$ cat src/rtl/counter_prescaled.sv
`default_nettype none
// ============================================================================
// Module      : counter_prescaled
// Description : Up/down counter with a programmable range (0..limit) and a
//               prescaler, in wrap or one-shot mode, with a terminal-count
//               pulse and a one-shot done level.
// Revision    : 1.0 - initial release
// ============================================================================
module counter_prescaled #(
    parameter int WIDTH = 8,
    parameter int PRE_W = 4
) (
    input  logic             clk,
    input  logic             rst,
    input  logic             en,
    input  logic             dir,
    input  logic             oneshot,
    input  logic             load,
    input  logic [WIDTH-1:0] load_val,
    input  logic [WIDTH-1:0] limit,
    input  logic [PRE_W-1:0] prescale,
    output logic [WIDTH-1:0] count,
    output logic             tc,
    output logic             done
);

    localparam logic [0:0]       c_st_run   = 1'b0;
    localparam logic [0:0]       c_st_hold  = 1'b1;
    localparam logic [WIDTH-1:0] c_cnt_one  = {{(WIDTH-1){1'b0}}, 1'b1};
    localparam logic [PRE_W-1:0] c_pre_one  = {{(PRE_W-1){1'b0}}, 1'b1};

    logic [WIDTH-1:0] r_count;
    logic [PRE_W-1:0] r_pre;
    logic             r_tc;
    logic [0:0]       r_state;

    logic [WIDTH-1:0] w_count_nxt;
    logic [PRE_W-1:0] w_pre_nxt;
    logic             w_tc_nxt;
    logic [0:0]       w_state_nxt;
    logic             w_tick;

    assign w_tick = en && (r_pre == prescale);

    always_comb begin
        w_count_nxt = r_count;
        w_pre_nxt   = r_pre;
        w_tc_nxt    = 1'b0;
        w_state_nxt = r_state;
        if (load) begin
            w_count_nxt = load_val;
            w_pre_nxt   = '0;
            w_state_nxt = c_st_run;
        end else begin
            if (en) begin
                w_pre_nxt = w_tick ? '0 : (r_pre + c_pre_one);
            end
            // Ticks only move the count while running; HOLD freezes it.
            if (w_tick && (r_state == c_st_run)) begin
                if (!dir) begin
                    if (r_count >= limit) begin
                        w_tc_nxt = 1'b1;
                        if (oneshot) begin
                            w_count_nxt = limit;
                            w_state_nxt = c_st_hold;
                        end else begin
                            w_count_nxt = '0;
                        end
                    end else begin
                        w_count_nxt = r_count + c_cnt_one;
                    end
                end else begin
                    if (r_count == '0) begin
                        w_tc_nxt = 1'b1;
                        if (oneshot) begin
                            w_count_nxt = '0;
                            w_state_nxt = c_st_hold;
                        end else begin
                            w_count_nxt = limit;
                        end
                    end else begin
                        w_count_nxt = r_count - c_cnt_one;
                    end
                end
            end
        end
    end

    always_ff @(posedge clk) begin
        if (rst) begin
            r_count <= '0;
            r_pre   <= '0;
            r_tc    <= 1'b0;
            r_state <= c_st_run;
        end else begin
            r_count <= w_count_nxt;
            r_pre   <= w_pre_nxt;
            r_tc    <= w_tc_nxt;
            r_state <= w_state_nxt;
        end
    end

    assign count = r_count;
    assign tc    = r_tc;
    assign done  = (r_state == c_st_hold);

endmodule
`default_nettype wire

$ cat config.mk
export PLATFORM = sky130hd
export DESIGN_NAME = counter_prescaled
export DESIGN_NICKNAME = d
export VERILOG_FILES = /design/src/rtl/counter_prescaled.sv
export SDC_FILE = /design/constraint.sdc
export NUM_CORES = 1
export LEC_CHECK = 0
export CAP_MARGIN = 30
export CORE_UTILIZATION = 44
export DETAILED_ROUTE_END_ITERATION = 6
export PLACE_DENSITY = 0.76
export REMOVE_ABC_BUFFERS = 1
export SETUP_SLACK_MARGIN = 0.02
export SYNTH_ARGS = -nofsm -noshare
export SYNTH_HDL_FRONTEND = slang
export SYNTH_SLANG_ARGS = --single-unit
$ cat constraint.sdc
create_clock -name clk -period 2.7 [get_ports clk]
set_input_delay 0.405 -clock clk [delete_from_list [all_inputs] [get_ports clk]]
set_output_delay 0.405 -clock clk [all_outputs]
set_load 0.005 [all_outputs]
# Word level (Yosys, flattened, before mapping)
# Cells that the tools add are included.
dict set report classes {
  eq_ne 2
  bitwise_logic 2
  n_mux 15
  add_sub_neg 3
  reduce_logical 8
  magnitude_cmp 1
}
# operator n
set op_table {}
lappend op_table {{$mux 8} 7}
lappend op_table {{$add 8x1->8 const B} 1}
lappend op_table {{$ge 8x8->1} 1}
lappend op_table {{$logic_not 8->1} 1}
lappend op_table {{$sub 8x1->8 const B} 1}
lappend op_table {{$mux 1} 7}
lappend op_table {{$add 4x1->4 const B} 1}
lappend op_table {{$eq 4x4->1} 1}
lappend op_table {{$mux 4} 1}
lappend op_table {{$reduce_bool 2->1} 2}
lappend op_table {{$reduce_and 3->1} 1}
lappend op_table {{$reduce_or 3->1} 1}
lappend op_table {{$logic_and 1x1->1} 2}
lappend op_table {{$ne 2x1->1 const B} 1}
lappend op_table {{$not 1->1} 2}
lappend op_table {{$reduce_or 2->1} 1}
dict set report totals {
  input_bits 26
  wordCells 35
  reg_bits 14
}

# Depth between registers and ports, before layout
dict set report logic_depth {
  word_depth 5
  ltp_mapped 10
  mapped_depth_nobuf 8
}

# Least setup slack after synthesis
# OpenSTA, ideal clock, no wires.
dict set report synth_timing {
  kind {flip-flop to flip-flop}
  from {register r_count[0], in the netlist count[0]}
  to {register r_state, in the netlist done}
  path_slack_ns 0.134
  n_path_buf 2
  path_stages_with_launch 11
  arrival_ns 2.451
  period_less_slack_ns 2.566
  required_ns 2.585
  cell_sequence {dfxtp_1 > clkbuf_1 > inv_1 > ha_1 > nand2b_1 > a2111oi_0 > o21ai_1 > clkbuf_1 > o21ai_0 > nor3_1 > o21a_1}
}
dict set report synth_between {
  elab_chain_len 3
  word_cells_on_any_way 5
}
# element line
set synth_lines {}
lappend synth_lines {{from (decl)} 32} ;# logic [WIDTH-1:0] r_count;
lappend synth_lines {{from (signal assigned)} 96} ;# r_count <= w_count_nxt;
lappend synth_lines {{$ge 8x8->1 or $logic_not 8->1 (tied branches)} {61, 73}}
lappend synth_lines {{$reduce_bool 2->1 (no line) or $ne 2x1->1 (tied branches)} -}
lappend synth_lines {{$reduce_and 3->1 (no line) (*)} -}
lappend synth_lines {{to (signal assigned)} 94} ;# r_state <= c_st_run;
lappend synth_lines {{to (signal assigned)} 99} ;# r_state <= w_state_nxt;
lappend synth_lines {{to (decl)} 35} ;# logic [0:0] r_state;
# Every way passes the cells marked *; elsewhere a longest branch is shown, timed or not.
# A chain may end at the register's enable or synchronous reset.

# Final worst setup path
dict set report layout_timing {
  from {input port limit[7]}
  to {register r_count[5], in the netlist count[5]}
}
dict set report layout_between {
  elab_chain_len 5
}
# element line
set layout_lines {}
lappend layout_lines {{from (decl)} 20} ;# input logic [WIDTH-1:0] limit,
lappend layout_lines {{$ge 8x8->1} 61} ;# if (r_count >= limit) begin
lappend layout_lines {{$mux 8} 61}
lappend layout_lines {{$mux 8} 60} ;# if (!dir) begin
lappend layout_lines {{$mux 8} 59} ;# if (w_tick && (r_state == c_st_run)) begin
lappend layout_lines {{$mux 8} 50} ;# if (load) begin
# Every way passes these cells. The select of a mux whose other input is x is not followed.

==> results.ini <==
[status]
status = finished, final reports clean

[synthesis]
synth_cell_types = 50
netlist_area_mm2 = 0.00139
async_flop_share = 0
synth_flop_cell = dfxtp_1
synth.ff_latch_count = 14
synth_cells = 183
synth-seq-area-share = 0.201
synth_warnings = 0
synth_edf_count = 0
synth.avg_cell_area_um2 = 7.60

[worst_setup_path]
critPathKind = primary input to register
cp.arrival_ps = 2740
required_ps = 2890
worst_path_most_repeated_cell = a221oi_1
worstPathCellList = clkdlybuf4s50_1 > inv_1 > ha_1 > and3_1 > a221oi_1 > o21ai_2 > buf_4 > nor2_1 > o311ai_1 > a221oi_1
crit_buf_inv = 3
cpMaxStageDelayCell = clkdlybuf4s50_1
cp-start-kind = primary input
worst_setup_path_end_kind = register
crit_family = compound AO/OA/AOI/OAI gates
slowest_delay_ps = 480
r2r_setup_slack_ps = 300
critPathMaxFanout = 7

[timing]
setup_violations = 0
setup_ws_ps = 148
fmax_ghz = 0.392
fin_crit_sh = 0.945
hold_viol_final = 0
post-route-min-period_ps = 2550
relSlewSlack = 0.713
finalClockSkew_ps = 1.99
hold_ws_ps = 528
rsz0062_at_grt = false
worstMarginPinSlew_ps = 425
slew_violations = 0

[final_layout]
drive_gt1_frac = 0.130
diodes = 0
nets = 270
final_cell_count_no_fill = 275
syn2layout_area_growth_pct = 39.7
fin_area_mm2 = 0.00194
num-fill-cells = 279

[power]
ir_drop_mv = 0.261
p_seq_frac = 0.347
leakage_nw = 0.839
switching_share = 0.336
p_int_w = 0.000434
powerDensity_mw_per_mm2 = 336
power_frac_comb = 0.412
p_sw_w = 0.000219
clkPwrFrac = 0.242
finalPower_w = 0.000653

[flow_run]
maxCapViolations = 0

[place]
place_inst = 271
dpl-instance-area_mm2 = 0.00190
preCtsSetupSlack_ps = -143
place.port_buffers = 35
dp_hpwl_um = 3380
gp_congestion = 0.904

[floorplanning]
die_h_um = 58.2
core_mm2 = 0.00303
start_util = 0.460
die_w_um = 58.2
rows = 20
ios = 36
die_area_mm2 = 0.00339

[route]
drtIter0Drc = 96
wl_um = 4260
drc = 0
vias = 1609
vias_per_cell = 5.85
wl_per_cell_um = 15.5
dr.pass1.iters = 4
postRouteAntennaNets = 0

[cts]
numCtsBuffers = 3
clk_path_buf_depth = 2
ctsHoldBuffers = 0
clkTransAtPathRegs_ps = 90
cts_tree = built
cts_root_buf = clkbuf_4
htreeDepth = 1
clock_latency_ps = 290
cts.sinks = 14

[grt]
grt_pass1_wl_um = 7040
gr-total-overflow = 0
grtUsageTotal = 0.271
antenna_found_initial = 0
grt_pass1_vias = 1620
grt_max_degree = 11

[min_path]
min_path_type = register to register

[power groups by stage]
stage          registers, W  logic (W)  clock network (W)
2_1_floorplan      0.000238   0.000120                  0
3_3_place_gp       0.000230   0.000258                  0
3_5_place_dp       0.000231   0.000264                  0
4_1_cts            0.000226   0.000266           0.000159
5_1_grt            0.000227   0.000294           0.000170
6_report           0.000226   0.000269           0.000158
[kinds of logic after synthesis]
| group | synth area share |
|---|---|
| adder cells (fa/ha/maj) | 0.108 |
| XOR/XNOR | 0.101 |
| flip-flops | 0.201 |
| buffers and inverters | 0.0818 |
| AO/OA/AOI/OAI | 0.258 |
| AND/OR/NAND/NOR | 0.250 |
[sequential cells by signal, summed over array words and instances, names as in the netlist]
register and cells:
done 1, r_pre 4, tc 1, count 8
[path summary, 6_finish.rpt]
path	start	end	cells after the start
max	limit[7]	count[5]	10
min	done	done	1
max reg2reg	count[7]	count[5]	8
min reg2reg	done	done	1
[area by class of cell]
class	instances	area (um2)	share of cell area
Clock buffer	4	36.3	0.0187
Timing Repair Buffer	57	515	0.265
Inverter	15	56.3	0.0290
Tap cell	44	55.1	0.0283
Multi-Input combinational cell	141	1000	0.515
Sequential cell	14	280	0.144
[metrics by stage]
step | TNS, ps | utilization
after floorplan | 0 | -
after global placement | -15.4 | 0.629
after detailed placement | -462 | 0.629
after CTS | 0 | 0.641
after global routing | 0 | 0.642
final | 0 | 0.642
[cells in the mapped netlist, types with 2 or more instances]
master    instances  area (um2)
a21oi_1           6        30.0
a221oi_1          3        26.3
a311oi_1          2        17.5
a31oi_1           7        43.8
and3_1            6        37.5
clkbuf_1         10        37.5
dfxtp_1          14         280
ha_1             12         150
inv_1            15        56.3
nand2_1          10        37.5
nand2b_1          3        18.8
nand3_1          12        60.1
nor2_1           12        45.0
nor2b_1           2        12.5
nor3_1            9        45.0
o211ai_1          3        22.5
o21a_1            2        15.0
o21ai_0           6        30.0
o311ai_1          2        17.5
o31ai_1           2        15.0
o41ai_1           2        17.5
xnor2_1           6        52.6
xor2_1           10        87.6
[timing repair]
action | CTS | global route
gates resized for setup | 0 | 1
setup buffers | 0 | 0
setup endpoints to repair | 0 | 1
[layer usage]
metal,GRT usage,routed length (um),up-vias
met2,0.456,2080,73
li1,-,-,773
met3,0.0647,270,6
met4,0.0884,39,0
met1,0.340,1870,757
met5,0,0,-
[cells in the final DEF (no fill, tap or decap), types with 6 or more instances in the layout]
master	n
clkdlybuf4s50_1	35
nand2_1	10
xnor2_1	6
a21oi_1	6
nor3_1	9
and3_1	6
xor2_1	10
ha_1	12
a31oi_1	7
nand3_1	12
nor2_1	12
buf_4	22
inv_1	15
o21ai_0	6
dfxtp_1	14
Note: power is estimated with default switching activity, not from simulation.
